`src/rtl/ps2_pkg.sv`:
```
// Shared types and constants for the PS/2 host transmitter and its line front end.
// PS2_TX_RETRY_EN (in ps2_host_tx) enables automatic retry; the retry constants here serve it.
package ps2_pkg;

    typedef enum logic [2:0] {
        IDLE,
        INHIBIT,
        START,
        SEND,
        ACK,
        WAIT_IDLE
    } ps2_state_e;

    localparam int FRAME_BITS = 10;
    localparam int IDX_W      = 4;
    localparam int PH_W       = 16;   // inhibit/start phase counter
    localparam int TO_W       = 20;   // covers the 20 ms timeout at 50 MHz
    localparam int RETRY_W    = 2;
    localparam int MAX_RETRY  = 2;

    // Frame is sent LSB first: data[7:0], odd parity, stop.
    function automatic logic [FRAME_BITS-1:0] make_frame(input logic [7:0] b);
        return {1'b1, ~^b, b};
    endfunction

endpackage

```
`src/rtl/ps2_sync_edge.sv`:
```
// Two-flop synchronizers for the PS/2 clock and data lines plus a falling-edge strobe
// on the synchronized clock. Flops reset to 1 (idle line level).
module ps2_sync_edge (
    input  logic sys_clk,
    input  logic clr,
    input  logic clk_raw,
    input  logic data_raw,
    output logic clk_s,
    output logic data_s,
    output logic fall
);

    logic clk_m, data_m, clk_prev;

    always_ff @(posedge sys_clk or posedge clr) begin
        if (clr) begin
            clk_m    <= 1'b1;
            clk_s    <= 1'b1;
            clk_prev <= 1'b1;
            data_m   <= 1'b1;
            data_s   <= 1'b1;
        end else begin
            clk_m    <= clk_raw;
            clk_s    <= clk_m;
            clk_prev <= clk_s;
            data_m   <= data_raw;
            data_s   <= data_m;
        end
    end

    assign fall = clk_prev & ~clk_s;

endmodule

```
`src/rtl/ps2_host_tx.sv`:
```
// PS/2 host-to-device command transmitter (request-to-send, device-clocked frame, ACK).
// Define PS2_TX_RETRY_EN to retry NACKed/timed-out frames up to MAX_RETRY times.
module ps2_host_tx
    import ps2_pkg::*;
#(
    parameter int INHIBIT_CYC = 5000,
    parameter int START_CYC   = 16,
    parameter int TIMEOUT_CYC = 1000000
) (
    input  logic               sys_clk,
    input  logic               clr,
    input  logic               wr,
    input  logic [7:0]         wdata,
    output logic               busy,
    output logic               done,
    output logic               ack_ok,
    output logic               err,
    input  logic               ps2_clk_in,
    input  logic               ps2_data_in,
    output logic               ps2_clk_oe,
    output logic               ps2_data_oe
`ifdef PS2_TX_RETRY_EN
   ,output logic [RETRY_W-1:0] retries
`endif
);

    ps2_state_e            state, state_d;
    logic [PH_W-1:0]       cnt, cnt_d;
    logic [TO_W-1:0]       to_cnt, to_d;
    logic [IDX_W-1:0]      idx, idx_d;
    logic [FRAME_BITS-1:0] frame, frame_d;
    logic                  busy_d, done_d, ack_d, err_d, clk_oe_d, data_oe_d;
    logic                  timeout, to_fail, nack_fail;
    logic                  clk_s, data_s, fall;
`ifdef PS2_TX_RETRY_EN
    logic [RETRY_W-1:0]    retries_d;
`endif

    ps2_sync_edge u_sync (
        .sys_clk  (sys_clk),
        .clr      (clr),
        .clk_raw  (ps2_clk_in),
        .data_raw (ps2_data_in),
        .clk_s    (clk_s),
        .data_s   (data_s),
        .fall     (fall)
    );

    assign timeout = (to_cnt == TO_W'(TIMEOUT_CYC - 1));

    always_comb begin
        state_d   = state;
        cnt_d     = cnt;
        to_d      = to_cnt;
        idx_d     = idx;
        frame_d   = frame;
        busy_d    = busy;
        done_d    = 1'b0;
        ack_d     = ack_ok;
        err_d     = err;
        clk_oe_d  = ps2_clk_oe;
        data_oe_d = ps2_data_oe;
        to_fail   = 1'b0;
        nack_fail = 1'b0;
`ifdef PS2_TX_RETRY_EN
        retries_d = retries;
`endif
        case (state)
            IDLE: begin
                // Holding off while done is high keeps accept and done in separate cycles.
                if (wr && !done) begin
                    frame_d   = make_frame(wdata);
                    ack_d     = 1'b0;
                    err_d     = 1'b0;
                    busy_d    = 1'b1;
                    clk_oe_d  = 1'b1;
                    data_oe_d = 1'b0;
                    cnt_d     = '0;
                    state_d   = INHIBIT;
`ifdef PS2_TX_RETRY_EN
                    retries_d = '0;
`endif
                end
            end
            INHIBIT: begin
                if (cnt == PH_W'(INHIBIT_CYC - 1)) begin
                    cnt_d     = '0;
                    data_oe_d = 1'b1;
                    state_d   = START;
                end else begin
                    cnt_d = cnt + PH_W'(1);
                end
            end
            START: begin
                if (cnt == PH_W'(START_CYC - 1)) begin
                    clk_oe_d = 1'b0;
                    to_d     = '0;
                    idx_d    = '0;
                    state_d  = SEND;
                end else begin
                    cnt_d = cnt + PH_W'(1);
                end
            end
            SEND: begin
                if (timeout) begin
                    to_fail = 1'b1;
                end else begin
                    to_d = to_cnt + TO_W'(1);
                    if (fall) begin
                        data_oe_d = ~frame[idx];
                        if (idx == IDX_W'(FRAME_BITS - 1)) state_d = ACK;
                        else                               idx_d   = idx + IDX_W'(1);
                    end
                end
            end
            ACK: begin
                data_oe_d = 1'b0;
                if (timeout) begin
                    to_fail = 1'b1;
                end else begin
                    to_d = to_cnt + TO_W'(1);
                    if (fall) begin
                        if (!data_s) begin
                            ack_d   = 1'b1;
                            state_d = WAIT_IDLE;
                        end else begin
                            nack_fail = 1'b1;
                        end
                    end
                end
            end
            WAIT_IDLE: begin
                if (timeout) begin
                    to_fail = 1'b1;
                end else begin
                    to_d = to_cnt + TO_W'(1);
                    if (clk_s && data_s) begin
                        done_d  = 1'b1;
                        busy_d  = 1'b0;
                        state_d = IDLE;
                    end
                end
            end
            default: state_d = IDLE;
        endcase

        if (to_fail || nack_fail) begin
`ifdef PS2_TX_RETRY_EN
            if (retries < RETRY_W'(MAX_RETRY)) begin
                retries_d = retries + RETRY_W'(1);
                ack_d     = 1'b0;
                err_d     = 1'b0;
                clk_oe_d  = 1'b1;
                data_oe_d = 1'b0;
                cnt_d     = '0;
                state_d   = INHIBIT;
            end else
`endif
            if (to_fail) begin
                clk_oe_d  = 1'b0;
                data_oe_d = 1'b0;
                err_d     = 1'b1;
                ack_d     = 1'b0;
                done_d    = 1'b1;
                busy_d    = 1'b0;
                state_d   = IDLE;
            end else begin
                err_d   = 1'b1;
                state_d = WAIT_IDLE;
            end
        end
    end

    always_ff @(posedge sys_clk or posedge clr) begin
        if (clr) begin
            state       <= IDLE;
            cnt         <= '0;
            to_cnt      <= '0;
            idx         <= '0;
            frame       <= '0;
            busy        <= 1'b0;
            done        <= 1'b0;
            ack_ok      <= 1'b0;
            err         <= 1'b0;
            ps2_clk_oe  <= 1'b0;
            ps2_data_oe <= 1'b0;
`ifdef PS2_TX_RETRY_EN
            retries     <= '0;
`endif
        end else begin
            state       <= state_d;
            cnt         <= cnt_d;
            to_cnt      <= to_d;
            idx         <= idx_d;
            frame       <= frame_d;
            busy        <= busy_d;
            done        <= done_d;
            ack_ok      <= ack_d;
            err         <= err_d;
            ps2_clk_oe  <= clk_oe_d;
            ps2_data_oe <= data_oe_d;
`ifdef PS2_TX_RETRY_EN
            retries     <= retries_d;
`endif
        end
    end

endmodule

```
`config.mk`:
```
export PLATFORM = sky130hd
export DESIGN_NAME = ps2_host_tx
export DESIGN_NICKNAME = d
export VERILOG_FILES = /design/src/rtl/ps2_pkg.sv /design/src/rtl/ps2_sync_edge.sv /design/src/rtl/ps2_host_tx.sv
export SDC_FILE = /design/constraint.sdc
export NUM_CORES = 1
export LEC_CHECK = 0
export BUFFER_PORTS_ARGS = -buffer_cell sky130_fd_sc_hd__clkbuf_2
export CORE_MARGIN = 3
export CORE_UTILIZATION = 55
export CTS_BUF_LIST = sky130_fd_sc_hd__clkbuf_8 sky130_fd_sc_hd__clkbuf_16
export DETAILED_ROUTE_END_ITERATION = 6
export PLACE_DENSITY = 0.73
export SYNTH_ARGS = -nofsm -noshare
export SYNTH_HDL_FRONTEND = slang
export SYNTH_SLANG_ARGS = --single-unit
export TNS_END_PERCENT = 1
```
`constraint.sdc`:
```
create_clock -name sys_clk -period 4.8 [get_ports sys_clk]
set_input_delay 0.96 -clock sys_clk [delete_from_list [all_inputs] [get_ports sys_clk]]
set_output_delay 0.96 -clock sys_clk [all_outputs]
set_load 0.005 [all_outputs]
```
* After elaboration in Yosys (flattened, before gate mapping)
Index checks and enable logic that the tools add are counted.
** Cells by class
- Bitwise operators :: 3
- Add/sub/neg operators :: 3
- Equal/unequal tests :: 27
- Reductions and logical operators :: 18
- Multiplexer cells :: 67
- Order comparisons :: 1
** Operator list (count)
- $mux 16 :: 3
- $pmux 16 s3 :: 1
- $mux 20 :: 2
- $pmux 20 s2 :: 1
- $mux 3 :: 13
- $mux 1 :: 36
- $ne 3x3->1 const B :: 11
- $add 20x1->20 const B :: 1
- $eq 20x20->1 const B :: 1
- $pmux 3 s6 :: 1
- $add 16x1->16 const B :: 1
- $eq 16x13->1 const B :: 1
- $eq 16x4->1 const B :: 1
- $mux 4 :: 4
- $ne 2x2->1 const B :: 7
- $reduce_and 11->1 :: 1
- $pmux 4 s2 :: 1
- $reduce_bool 2->1 :: 4
- $reduce_xnor 8->1 :: 1
- $eq 3x2->1 const B :: 2
- $eq 3x3->1 const B :: 2
- $pmux 1 s2 :: 3
- $reduce_and 3->1 :: 2
- $lt 4x5->1 const B :: 1
- other kinds (15) :: 18
** Storage, ports and cells
- Register bits after elaboration :: 64
- Output and inout port bits :: 6

* Logic depth before layout (Yosys ltp)
- Word-level depth :: 8
- Mapped depth :: 9
- Gate-level depth less buffers :: 7

* Modules after synthesis
Synthesis repeated with hierarchy kept, for this count alone.
** Unflattened totals
- Cells, all modules :: 364
- Area, all modules :: 3520.9 sq um
** By module, submodules not included
- ps2_host_tx :: cells an instance 357, seq. area each 1476.4 sq um, times used 1, area an instance 3372.0 sq um
- ps2_sync_edge :: cells an instance 7, seq. area each 131.4 sq um, times used 1, area an instance 148.9 sq um

* Worst setup path after synthesis
OpenSTA, ideal clock, no wires.
- Path type :: in2reg
- Start :: input wr
- End :: register cnt[5]
- Data required time :: 4.723 ns
- Stages :: 6
- Arrival :: 2.291 ns
- Library setup time :: 0.077 ns
- Setup slack :: 2.432 ns
- Cell sequence :: nor2b_1 -> o21a_1 -> o21ai_2 -> buf_2 -> or4_1 -> a21oi_1
** Between the ends
- Cells in the longest elaborated chain, start to end :: 3
** Ends and longest elaborated chain
- start: declaration :: RTL line ps2_host_tx.sv:12 : input logic wr,
- $logic_and 1x1->1 :: RTL line ps2_host_tx.sv:71 : if (wr && !done) begin
- $ne 2x2->1 (no line)
- $reduce_and 3->1 (no line)
- end signal: assignment :: RTL line ps2_host_tx.sv:192 : cnt <= cnt_d;
- end: declaration :: RTL line ps2_host_tx.sv:28 : logic [PH_W-1:0] cnt, cnt_d;
No other way between the ends.
A chain may end at the register's enable or synchronous reset.

* Final worst setup path
- Start :: register to_cnt[0]
- End :: register to_cnt[11]
** Between the ends
- Cells in the longest elaborated chain, start to end :: 3
** Ends and longest elaborated chain
- start: declaration :: RTL line ps2_host_tx.sv:29 : logic [TO_W-1:0] to_cnt, to_d;
- start signal: assignment :: RTL line ps2_host_tx.sv:193 : to_cnt <= to_d;
- $add 20x1->20 / $eq 20x20->1 (equally long branches)
- $mux 20 / $ne 2x2->1 (equally long branches)
- $pmux 20 s2 / $reduce_and 3->1 (equally long branches)
Several ways; a longest one is shown, not always the timed one. The select of a mux whose other input is x is not followed.

==> reports/summary.md <==
For the clock share of power, the log shows 43.2%. The DRC violation total after the first TritonRoute iteration is 237, and the number of synthesized register bits is 64. Share of Yosys cell area claimed by the top area cell type: 41.17%. The main combinational cell family by area after synthesis is simple AND/OR/NAND/NOR gates.

The layout has 492 filler cells. On the final layout, the worst clock skew is 0.009780 ns. The setup check on the worst reg-to-reg path leaves a slack of 2.47 ns. The worst relative slew slack came out at 45.14%. The number of global-route vias before repair is 2,670.

Of the total power, combinational logic draws 3.0%. Entering global routing, the biggest net connects 53 pins. Port buffering added 18 buffers.

Wires add up to 7.256 mm. The compound-gate portion of the synthesized area was 15.46%; the synthesized area per cell was 9.266 µm². The clock drives 64 sinks. Antenna diode count: 0. Startpoint class of the critical path: a register. Measured along the x axis, the die boundary spans 86.75 µm. After detailed routing, the number of remaining DRC violations is 0. The number of nets in the synthesized netlist is 404. The number of gates resized after CTS was 0.

The most instantiated library cell after synthesis is sky130_fd_sc_hd__dfrtp_1. The maximum operating frequency came out at 428.4 MHz. Clock period minus worst slack: 2.335 ns. For the max-cap violation count, the log shows 0.

The total power per unit cell area works out to 261.3 nW/µm². The run finished with clean final reports. The run gives 0 as the total congestion overflow.

The commonest cells after synthesis are 59 x sky130_fd_sc_hd__dfrtp_1, 51 x sky130_fd_sc_hd__nand2_1, 28 x sky130_fd_sc_hd__a21oi_1, 28 x sky130_fd_sc_hd__nor2_1, 23 x sky130_fd_sc_hd__o21ai_0. The worst setup slack after placement came out at 2.201 ns. Dominant cell type by area after synthesis: sky130_fd_sc_hd__dfrtp_1.

The internal power component was 0.7859 mW; the measured slew at the worst slew-check pin was 0.8185 ns. Non-filler instance count after layout: 480. For the H-tree depth, the log shows 3. The chip height is 86.75 µm. Once routing completed, OpenROAD measured the worst setup slack at 2.465 ns. Synthesis instantiated 58 different standard cells from the library. The run gives 0 as the number of max-slew violations in the final report. The logs give 1.011 mW for the post-layout total power and 19 for the I/O pin count. TritonCTS built the clock tree. In the synthesized netlist, mux cells make up 2.128% of the area. After clock tree synthesis, the flow added hold-fix buffers numbering 0. Post-synthesis sequential area ratio: 44.84%. The first-pass detailed-route iteration total is 5, and the clock transition at the register clock pins on the worst setup and hold paths after CTS is 0.07 ns. Post-synthesis share of cell area spent on full adders, half adders and majority gates: 1.396%.

The switching fraction of total power works out to 22.23%. The cell sitting at the root of the clock tree is a sky130_fd_sc_hd__clkbuf_8. Layout-stage area growth over the synthesis result: 7.851%.

The count of nets left with antenna violations after detail routing is 0. The number of placed instances, taps included was 464. Post-CTS timing repair inserted 0 buffers for setup. The logs give 12.61 mm for the first-pass GRT wire length and 28 for the floorplan row count. Cells with a size suffix above 1 make up 14.07% of the layout. After synthesis the cells add up to 3586 µm². Data arrives at the worst endpoint at 2.56 ns. The count of endpoints failing setup in the final report came out at 0. For the total negative slack, the log shows 0 ns. Ranked by total cell area, the synthesized netlist is headed by sky130_fd_sc_hd__dfrtp_1 41%, sky130_fd_sc_hd__nand2_1 5.3%, sky130_fd_sc_hd__a21oi_1 3.9%, sky130_fd_sc_hd__dfstp_2 3.7%, sky130_fd_sc_hd__o21ai_0 3.2%. IR analysis of the VDD net gives a maximum drop of 0.1790 mV. The logs give 2 for the buffer depth of the longest clock path and 387 for the instance count of the mapped netlist. Along the worst path, the maximum fanout reaches 15. The number of antenna violations at the first check in global routing was 0. The post-layout net count is 417.

The worst setup path is of the reg -> reg kind. At the worst endpoint, the required time is 5.02 ns. The core region is 6131 µm². The share of the cycle needed by the critical path after routing was 48.64%. The later pin in the worst-skew pair is clocked with a latency of 0.34 ns. The initial cell density of the core was 58.49%; the net switching power was 0.2247 mW. For this design the static power due to leakage is 1.672 nW. For the total vias in the final route, the log shows 2,881. The path class of the tightest hold or removal check is reg -> reg. Yosys printed 0 warnings.

The number of hold violations in the final report was 0. In this run, synthesis inferred 0 flip-flops with an integrated enable. The via count normalized by instance count came out at 6.002.

Setup repair after global routing left no endpoint under its margin. After detailed routing, the average wire length per cell comes to 15.12 µm. Most used flip-flop cell after synthesis: sky130_fd_sc_hd__dfrtp_1.

The floorplan step defined a die boundary enclosing 7525 µm². Routability-driven placement finished with a final weighted congestion of 0.8872. Across all hold checks on the routed design, the worst slack comes to 0.3560 ns. The post-synthesis share of cell area spent on xor and xnor gates was 3.908%; the fraction of registers with async set or reset after synthesis was 100.0%. After legalization and detailed placement, the total HPWL measured 4.931 mm.

The area share of and/or/nand/nor cells after synthesis came out at 28.82%. The number of clock buffers added by TritonCTS is 9. The sequential share of power came out at 53.9%. The tools report the type of destination of the critical path as a register. Across every metal layer, demand over resource in global routing totals 21.23%.
==> logic make-up (layout without fill, tap and decap cells) <==
group,count (synthesis),after routing
compound gates,86,86
xor+xnor,16,16
fa+ha+maj,4,4
buf+inv,25,43
flops,64,64
mux,5,5
simple gates,187,187
==> path summary, 6_finish.rpt <==
check,cells past startpoint,end,start
min in group asynchronous,2,to_cnt[19],clr
hold / removal,0,u_sync.data_s,u_sync.data_m
max in group asynchronous,3,cnt[7],clr
hold reg to reg,0,u_sync.data_s,u_sync.data_m
setup / recovery,6,to_cnt[11],to_cnt[0]
setup reg to reg,6,to_cnt[11],to_cnt[0]
==> metal layers <==
layer	GRT usage, %	up-vias	wire length (µm)
li1	-	1446	-
met5	0	-	0
met1	30.95	1375	3567
met3	3.707	10	289
met2	31.08	50	3277
met4	9.207	0	122
==> power by group through the flow <==
stage	Combinational [mW]	Clock (mW)	Sequential (mW)
3_5_place_dp	0.0313	0	0.555
2_1_floorplan	0.0194	0	0.554
4_1_cts	0.0315	0.444	0.544
6_report	0.0300	0.436	0.544
3_3_place_gp	0.0309	0	0.554
5_1_grt	0.0345	0.469	0.544
==> registers in the layout (all words and copies together) (netlist names) <==
| register | count |
|---|---|
| u_sync.clk_s | 1 |
| ack_ok | 1 |
| busy | 1 |
| u_sync.clk_m | 1 |
| state | 3 |
| ps2_clk_oe | 1 |
| cnt | 16 |
| to_cnt | 20 |
| err | 1 |
| u_sync.data_m | 1 |
| ps2_data_oe | 1 |
| idx | 4 |
| u_sync.clk_prev | 1 |
| u_sync.data_s | 1 |
| done | 1 |
| frame | 10 |
==> layout by cell type (no fill, tap or decap), drive strengths merged, types with 4 or more instances in the layout <==
cell type  count
a21oi         29
and3          10
clkbuf        27
dfrtp         59
dfstp          5
ha             4
inv           10
nand2         51
nand2b         5
nand3         20
nand4         12
nor2          29
nor3          11
nor3b          4
nor4           4
o211ai         6
o21ai         27
o31ai         14
or3           11
or4           12
xnor2         10
xor2           6
==> worst max-delay path, cell delays in order (launching register included) <==
cell                      delay (ns)
sky130_fd_sc_hd__dfrtp_1        0.40
sky130_fd_sc_hd__ha_1           0.17
sky130_fd_sc_hd__and2_1         0.34
sky130_fd_sc_hd__nand2_1        0.27
sky130_fd_sc_hd__nor3_2         0.74
sky130_fd_sc_hd__or4_1          0.21
sky130_fd_sc_hd__a21oi_1        0.07
==> metrics by stage <==
stage                     utilization [%]  instance area, µm²
after CTS                           63.08                3867
after global routing                63.08                3867
after global placement              60.14                3687
after floorplan                         -                3586
after detailed placement            60.14                3687
final                               63.08                3867
==> area by class of cell <==
cell class              count  area [µm²]  share of cell area (%)
multi-input cells         298        1854                   47.95
well taps                  75       93.84                   2.426
inverters                   7       26.28                  0.6794
flip-flops and latches     64        1608                   41.57
repair buffers             20       105.1                   2.718
clock inverters             7       56.30                   1.456
clock buffers               9       123.9                   3.203
(Power assumes the default switching activity.)
